$ cat config.mk
export PLATFORM = sky130hd
export DESIGN_NAME = complex_mult_bist
export DESIGN_NICKNAME = d
export VERILOG_FILES = /design/src/rtl/complex_mult_bist.sv
export SDC_FILE = /design/constraint.sdc
export NUM_CORES = 1
export LEC_CHECK = 0
export BUFFER_PORTS_ARGS = -buffer_cell sky130_fd_sc_hd__buf_2
export CAP_MARGIN = 25
export CORE_UTILIZATION = 50
export CTS_CLUSTER_DIAMETER = 40
export DETAILED_ROUTE_END_ITERATION = 16
export GPL_ROUTABILITY_DRIVEN = 0
export HOLD_SLACK_MARGIN = 0.06
export PLACE_DENSITY = 0.75
export SLEW_MARGIN = 20
export SYNTH_ARGS = -nofsm -noshare
export SYNTH_HDL_FRONTEND = slang
export SYNTH_SLANG_ARGS = --single-unit
$ cat constraint.sdc
create_clock -name clk -period 7.13 [get_ports clk]
set_input_delay 1.426 -clock clk [delete_from_list [all_inputs] [get_ports clk]]
set_output_delay 1.426 -clock clk [all_outputs]
set_load 0.02 [all_outputs]
$ cat src/rtl/complex_mult_bist.sv
// Self-test driver for a streaming complex multiplier. An LFSR generates the
// operands, a 4-deep FIFO holds expected results, and a watchdog bounds the drain.
module complex_mult_bist #(
  parameter int          DATA_WIDTH = 8,
  parameter logic [31:0] LFSR_SEED  = 32'hACE1_2468,
  parameter int          TIMEOUT    = 256
) (
  input  logic                    clk,
  input  logic                    rst,
  output logic                    sw_rst,
  input  logic                    sw_clr,
  input  logic                    start,
  input  logic [7:0]              nr_trans,
  output logic                    op_val,
  input  logic                    op_ready,
  output logic [DATA_WIDTH-1:0]   op_1_re,
  output logic [DATA_WIDTH-1:0]   op_1_im,
  output logic [DATA_WIDTH-1:0]   op_2_re,
  output logic [DATA_WIDTH-1:0]   op_2_im,
  input  logic                    res_val,
  output logic                    res_ready,
  input  logic [2*DATA_WIDTH-1:0] result_re,
  input  logic [2*DATA_WIDTH-1:0] result_im,
  output logic                    busy,
  output logic                    done,
  output logic [7:0]              err_cnt,
  output logic                    timeout_flag,
  output logic                    unexp_flag
);

  localparam int          DW         = DATA_WIDTH;
  localparam int          RW         = 2 * DATA_WIDTH;
  localparam int          FIFO_DEPTH = 4;
  localparam int          WD_W       = $clog2(TIMEOUT + 1);
  // Right-shift Galois mask for x^32 + x^22 + x^2 + x + 1.
  localparam logic [31:0] LFSR_TAPS  = 32'h8020_0003;

  typedef enum logic [1:0] {
    S_IDLE,
    S_RUN,
    S_DRAIN,
    S_DONE
  } state_t;

  state_t state, next_state;

  logic [31:0]          lfsr, lfsr_next;
  logic [7:0]           nr_q, issued, received;
  logic [1:0]           wr_ptr, rd_ptr;
  logic [2:0]           count;
  logic [WD_W-1:0]      wd_cnt;
  logic [2*RW-1:0]      exp_mem [FIFO_DEPTH];
  logic signed [RW-1:0] a_re, a_im, b_re, b_im;
  logic signed [RW-1:0] exp_re, exp_im;
  logic [RW-1:0]        head_re, head_im;
  logic                 start_acc, wd_expire;
  logic                 push, pop, res_hs, unexp, mismatch;
  logic                 fifo_full, fifo_empty;

  assign sw_rst = 1'b0;

  assign op_1_re = lfsr[0  +: DW];
  assign op_1_im = lfsr[8  +: DW];
  assign op_2_re = lfsr[16 +: DW];
  assign op_2_im = lfsr[24 +: DW];

  assign lfsr_next = {1'b0, lfsr[31:1]} ^ (lfsr[0] ? LFSR_TAPS : 32'h0);

  // Widen to the product width first so the products wrap exactly at 2*DATA_WIDTH.
  assign a_re   = {{DW{op_1_re[DW-1]}}, op_1_re};
  assign a_im   = {{DW{op_1_im[DW-1]}}, op_1_im};
  assign b_re   = {{DW{op_2_re[DW-1]}}, op_2_re};
  assign b_im   = {{DW{op_2_im[DW-1]}}, op_2_im};
  assign exp_re = a_re * b_re - a_im * b_im;
  assign exp_im = a_re * b_im + a_im * b_re;

  assign fifo_full  = (count == 3'(FIFO_DEPTH));
  assign fifo_empty = (count == 3'd0);
  assign {head_re, head_im} = exp_mem[rd_ptr];

  assign push     = op_val && op_ready;
  assign res_hs   = res_val && res_ready;
  assign pop      = res_hs && !fifo_empty;
  assign unexp    = res_hs && fifo_empty;
  assign mismatch = pop && ((result_re != head_re) || (result_im != head_im));

  // NOTE: sequential state uses non-blocking assignments so every register
  // samples pre-edge values regardless of block ordering.
  always_ff @(posedge clk or posedge rst) begin
    if (rst) begin
      state <= S_IDLE;
    end else if (sw_clr) begin
      state <= S_IDLE;
    end else begin
      state <= next_state;
    end
  end

  // NOTE: every output of this block gets a default first, so no path infers a latch.
  always_comb begin
    next_state = state;
    op_val     = 1'b0;
    res_ready  = 1'b0;
    busy       = 1'b0;
    done       = 1'b0;
    start_acc  = 1'b0;
    wd_expire  = 1'b0;
    case (state)
      S_IDLE, S_DONE: begin
        done = (state == S_DONE);
        if (start) begin
          start_acc  = 1'b1;
          next_state = (nr_trans == 8'd0) ? S_DONE : S_RUN;
        end
      end
      S_RUN: begin
        busy      = 1'b1;
        res_ready = 1'b1;
        op_val    = (issued < nr_q) && !fifo_full;
        if (issued == nr_q) next_state = S_DRAIN;
      end
      S_DRAIN: begin
        busy      = 1'b1;
        res_ready = 1'b1;
        // res_ready is always high here, so res_val alone marks a handshake.
        if (received == nr_q) begin
          next_state = S_DONE;
        end else if (!res_val && (wd_cnt == WD_W'(TIMEOUT - 1))) begin
          wd_expire  = 1'b1;
          next_state = S_DONE;
        end
      end
      default: next_state = S_IDLE;
    endcase
  end

  always_ff @(posedge clk or posedge rst) begin
    if (rst) begin
      lfsr         <= LFSR_SEED;
      nr_q         <= '0;
      issued       <= '0;
      received     <= '0;
      wr_ptr       <= '0;
      rd_ptr       <= '0;
      count        <= '0;
      wd_cnt       <= '0;
      err_cnt      <= '0;
      timeout_flag <= 1'b0;
      unexp_flag   <= 1'b0;
    end else if (sw_clr || start_acc) begin
      // A new run keeps the LFSR running; only a clear reloads the seed.
      if (sw_clr) lfsr <= LFSR_SEED;
      nr_q         <= sw_clr ? 8'd0 : nr_trans;
      issued       <= '0;
      received     <= '0;
      wr_ptr       <= '0;
      rd_ptr       <= '0;
      count        <= '0;
      wd_cnt       <= '0;
      err_cnt      <= '0;
      timeout_flag <= 1'b0;
      unexp_flag   <= 1'b0;
    end else begin
      if (push) begin
        lfsr   <= lfsr_next;
        wr_ptr <= wr_ptr + 2'd1;
        issued <= issued + 8'd1;
      end
      if (pop) begin
        rd_ptr   <= rd_ptr + 2'd1;
        received <= received + 8'd1;
      end
      count <= count + 3'(push) - 3'(pop);
      if ((mismatch || unexp) && (err_cnt != 8'hFF)) err_cnt <= err_cnt + 8'd1;
      if (unexp)     unexp_flag   <= 1'b1;
      if (wd_expire) timeout_flag <= 1'b1;
      wd_cnt <= ((state == S_DRAIN) && !res_hs) ? wd_cnt + WD_W'(1) : '0;
    end
  end

  // NOTE: the expected-value storage has no reset; count alone decides which
  // entries are valid, so stale contents are never read.
  always_ff @(posedge clk) begin
    if (push) exp_mem[wr_ptr] <= {exp_re, exp_im};
  end

endmodule

**Yosys cells after proc, flatten, opt, wreduce, memory -nomap -nowiden**

Memories as Yosys holds them, arrays and structs flattened.
Cells that the tools add are included.
Widths: inputs -> output; s select.

- Input port bits: 46
- Register bits: 84
- Memories kept: 1
- Output and inout bits: 47
- Bits in writable memories: 128

- Eq/ne operators: 14
- Bitwise operators: 1
- Multiplexer cells: 39
- Reductions and logical operators: 28
- $add $sub $neg: 10
- Magnitude comparators: 1
- Multipliers: 4

Memory list:

| memory | depth | width | read ports | clocked after Yosys merged registers in | wr ports | RTL line | text |
|---|---|---|---|---|---|---|---|
| exp_mem | 4 | 32 | 1 | 0 | 1 | 52 | `logic [2*RW-1:0] exp_mem [FIFO_DEPTH];` |

Operators by type and width:

| operator | count |
|---|---|
| $mux 32 | 4 |
| $mul 8x8->16 | 4 |
| $mux 8 | 7 |
| $ne 16x16->1 | 2 |
| $xor 31x32->32 | 1 |
| $add 8x1->8 const B | 3 |
| $mux 2 | 10 |
| $mux 9 | 2 |
| $add 16x16->16 | 1 |
| $eq 8x8->1 | 2 |
| $sub 16x16->16 | 1 |
| $mux 1 | 14 |
| $reduce_bool 2->1 | 5 |
| $add 9x1->9 const B | 1 |
| $eq 9x8->1 const B | 1 |
| $logic_and 1x1->1 | 9 |
| $logic_not 8->1 | 1 |
| $lt 8x8->1 | 1 |
| $ne 8x8->1 const B | 1 |
| $ne 3x3->1 const B | 2 |
| $pmux 2 s3 | 1 |
| $add 2x1->2 const B | 2 |
| $eq 2x2->1 const B | 2 |
| $logic_not 1->1 | 4 |
| 13 further kinds | 16 |

**Depth between registers and ports, before layout**

- Depth after elaboration: 10
- Depth in mapped cells: 23
- Gate-level depth less buffers: 21

**Least setup slack after synthesis**

OpenSTA, ideal clock, no wires.

- Kind: register to register
- Start: reg lfsr[2]
- End: mem exp_mem[0][31] in the netlist's numbering, data pin
- Slack: 1,268 ps
- Arrival: 5,588 ps
- Stages on the path, launching flop included: 20
- Required time: 6,856 ps
- Setup time: 274 ps
- Path buffers: 2
- Cells stage by stage: dfrtp_1 clkbuf_1 clkbuf_1 nand2_1 fa_1 fa_1 fa_1 inv_1 fa_1 fa_1 inv_1 fa_1 inv_1 ha_1 or3_1 o21ai_0 o31ai_1 o41ai_1 o21ai_0 xnor2_1

- Cells in the longest elaborated chain, start to end: 2

RTL lines:

| element | RTL line | text |
|---|---|---|
| start: declaration | 47 | `logic [31:0] lfsr, lfsr_next;` |
| start signal: assignment | 165 | `lfsr <= lfsr_next;` |
| $mul 8x8->16 | 74 | `assign exp_re = a_re * b_re - a_im * b_im;` |
| $sub 16x16->16 | 74 |  |
| named net exp_re[15] | 54 | `logic signed [RW-1:0] exp_re, exp_im;` |
| end: declaration | 52 |  |

The timed path passes the listed nets, and every way through them passes these cells.

**Final worst setup path**

- Start: reg lfsr[15]
- End: mem exp_mem[1][31] in the netlist's numbering, data pin

The elaborated chain is that of the path after synthesis.

==> metrics.sh <==
WORST_PATH_MAX_DELAY_CELL='sky130_fd_sc_hd__dfrtp_1'
MOSTFREQUENTLAYOUTCELL='sky130_fd_sc_hd__inv_1'
TIMING.REG2REG.SETUP_SLACK_PS=830
CP_NUM_BUF_INV=4
DETAIL_ROUTE.FIRST_PASS.ITERATIONS=5
CLK_PATH_BUF_DEPTH=3
HOLD_FIX_BUFFER_COUNT_AFTER_CTS=0
POST_SYNTH_INSTANCE_AREA_MM2=0.0199
ROUTED_VIA_DENSITY=5.32
CP_MAX_FO=19
CTS_INSERTED_BUFFERS=30
BUSIEST_LAYER='met2'
SYN-INSTANCE-COUNT=1857
CRIT_PATH_CELL_TRACE='nand2_1 -> inv_1 -> fa_1 -> inv_1 -> fa_1 -> fa_1 -> fa_1 -> fa_1 -> inv_1 -> fa_1 -> inv_1 -> ha_1 -> and2_1 -> a31oi_1 -> o31ai_1 -> o41ai_1 -> o21ai_0 -> xnor2_1'
DRC=0
ROUTED_WIRELENGTH_MM=43.8
CTS.ROOT.BUFFER_CELL='sky130_fd_sc_hd__clkbuf_16'
TIMING.CRITICAL_PATH.REQUIRED_PS=7480
WORST_EP_ARRIVAL_TIME_PS=6660
TIMING.RR.START='lfsr[15]'
PERIOD_NEEDED_PS=6300
DRTITER0DRC=970
FINAL_CELL_COUNT_NO_FILL=2472
GLOBAL_ROUTE.USAGE.MET2_PCT=37.6
MAPPEDNETLISTNETS=2299
NUM_VIAS=13163
CLOCK-SKEW-FINAL_PS=11.0
GLOBAL_ROUTE.USAGE.MET3_PCT=3.34
DIE_WIDTH_UM=202
FIRST_GLOBAL_VIAS=13884
CRITICAL_PATH_CLASS='register to register'
ANTENNA_DIODE_INSTANCE_COUNT=0
GLOBAL_ROUTE.USAGE.TOTAL_PCT=22.5
NUM_ROWS=72
CTS.REPAIR_TIMING.SETUP_BUFFER_COUNT=0
STARTPOINT_TYPE='register'
ENDPOINT_KIND='register'
SHARE_OF_SYNTHESIZED_AREA_OCCUPIED_BY_FLIP_FLOPS_AND_LATCHES_PCT=29.9
FIRST_PASS_GRT_WIRE_LENGTH_MM=72.2
TIGHTEST_SLEW_PS=840
CRITPATHTOPFAMILY='adder cells'
MOST_USED_CELL_ALONG_THE_CRITICAL_PATH='sky130_fd_sc_hd__fa_1'
POST_SYNTH_EDFFS=128
GRT_MAX_DEGREE=74
SYNTHDISTINCTLIBCELLS=58
CTS-RESIZED-GATES=0
OUTCOME='complete, no violations'
IO_PINS=93
TIMING.FINAL.MAX_SLEW_VIOLATIONS=0
ASYNCSETRESETFLOPFRACSYNTH_PCT=39.6
FINAL-HOLD-VIOLATION-COUNT=0
DIE_H_UM=202
FIN_SETUP_TNS_PS=0
FLOORPLAN.INITIALDENSITY_PCT=51.2
UNREPAIRED_SETUP_ENDPOINTS_AFTER_GLOBAL_ROUTING='false'
WORSTSKEWPAIRLATENCY_PS=560
HTREEDEPTH=1
SLEW-LIMIT-HEADROOM_PCT=44.0
DIEAREA_MM2=0.0406
WORSTREGTOREGCELLS=18
HOLD_PATH_CLASS='register to register'
ANT_NETS=0
HOLDPATHEND='wd_cnt[0]'
DESIGN.FINAL.NETS=2372
SETUP_VIOLATIONS=0
GRT_ANTENNA_BEFORE_REPAIR=0
WORSTREG2REGEND='exp_mem[1][31]'
TRITONCTS_CLOCK_TREE='done'
SYNTH_TOP_CELL_AREA_SHARE_PCT=26.6
CTS.SINK_COUNT=212
POST_ROUTE_CELLS_DRIVE_ABOVE_1_SHARE_PCT=10.6
CLK_PIN_SLEW_PS=60
YOSYS_MOST_USED_DFF='sky130_fd_sc_hd__edfxtp_1'
MET1_USAGE_PCT=30.7
DOMINANT_CELL_TYPE_BY_AREA_AFTER_SYNTHESIS='sky130_fd_sc_hd__fa_1'
MAX_STAGE_DELAY_PS=770
MIN_PERIOD_OVER_PERIOD_PCT=88.4
BUFFER_PORTS.INSERTED=91
WL_PER_CELL_UM=17.7
WORST_HOLD_PATH.NUM_CELLS=1
SYN-MEAN-INSTANCE-AREA_UM2=10.7
YS_SEQ_ELEMENTS=212
GRT_OVERFLOW=0
POST-DP-HPWL_MM=32.2
FLOORPLAN.CORE_AREA_MM2=0.0389
MOST_FREQUENT_CELLS_IN_THE_LAYOUT='sky130_fd_sc_hd__inv_1, sky130_fd_sc_hd__fa_1, sky130_fd_sc_hd__nand2_1'
CAP_VIOL_MAX_COUNT=0
YS_TOP_CELLS_BY_AREA='sky130_fd_sc_hd__fa_1, sky130_fd_sc_hd__edfxtp_1, sky130_fd_sc_hd__dfrtp_1'
AREA_DELTA_SYNTH_FINAL_PCT=9.75
HOLDCRITSTARTPOINT='wd_cnt[0]'
MAX_FREQ_GHz=0.159
POST-PLACE-CELLS=2415
SYNTH-WARNING-COUNT=0
Yosys cell counts (all sizes together), types with 4 or more instances:
cell,number
inv,366
fa,265
nand2,167
and2,153
ha,131
edfxtp,128
xnor2,84
dfrtp,71
nor2,71
clkbuf,53
o21ai,46
a21oi,35
xor2,35
mux2i,29
nand2b,26
mux4,24
nand4,20
nand3,17
or3,16
and3,13
dfstp,13
buf,12
a31oi,10
nor3,10
nor4,9
a211oi,5
o21bai,5
a211o,4
nand3b,4
nor2b,4
worst max-delay path by stage:
stage | start | to | cells after the start
floorplan | lfsr[2] | exp_mem[0][31] | 19
global placement | lfsr[15] | exp_mem[0][31] | 18
detailed placement | lfsr[15] | exp_mem[0][31] | 18
CTS | lfsr[15] | exp_mem[0][31] | 18
global route | lfsr[15] | exp_mem[0][15] | 19
finish | lfsr[15] | exp_mem[1][31] | 18
cell type report:
cell class / count / area (um2)
clock buffer: 32 / 758
fill: 3260 / 17100
clock inverter: 24 / 246
inverter: 367 / 1380
tap: 518 / 648
multi-input combinational: 1213 / 12300
timing repair buffer: 106 / 581
sequential: 212 / 5960
per-layer routing:
| metal | vias up | wire, um | share of wire (%) |
|---|---|---|---|
| li1 | 6006 | - | - |
| met4 | 0 | 1110 | 2.5 |
| met2 | 472 | 21200 | 48 |
| met1 | 6607 | 18400 | 42 |
| met5 | - | 0 | 0 |
| met3 | 78 | 3160 | 7.2 |
registers in the layout (all words and copies together), names as in the netlist:
signal / count
rd_ptr: 2
issued: 8
exp_mem: 128
err_cnt: 8
count: 3
lfsr: 32
wd_cnt: 9
unexp_flag: 1
timeout_flag: 1
wr_ptr: 2
state: 2
nr_q: 8
received: 8
cells by family after synthesis:
family,after synthesis,synth area share [%]
flip-flops,212,29.9
multiplexers,53,4.17
other,1,0.0188
AO/OA/AOI/OAI,126,3.84
buffers and inverters,432,8.40
XOR/XNOR,119,5.31
adder cells (fa/ha/maj),396,34.9
AND/OR/NAND/NOR,518,13.4
stage by stage:
stage                     hold WS (ps)  worst slack, ps  area [um2]  util (%)
after global routing               495              478       21900      56.1
final                              463              826       21900      56.1
after global placement             438             1070       20800      53.5
after detailed placement           460              903       20800      53.5
after floorplan                    425             1270       19900         -
after CTS                          467              846       21800      56.1
Power is not shown: default switching activity piles up to over one toggle a cycle in this logic, so the estimate is an artifact.
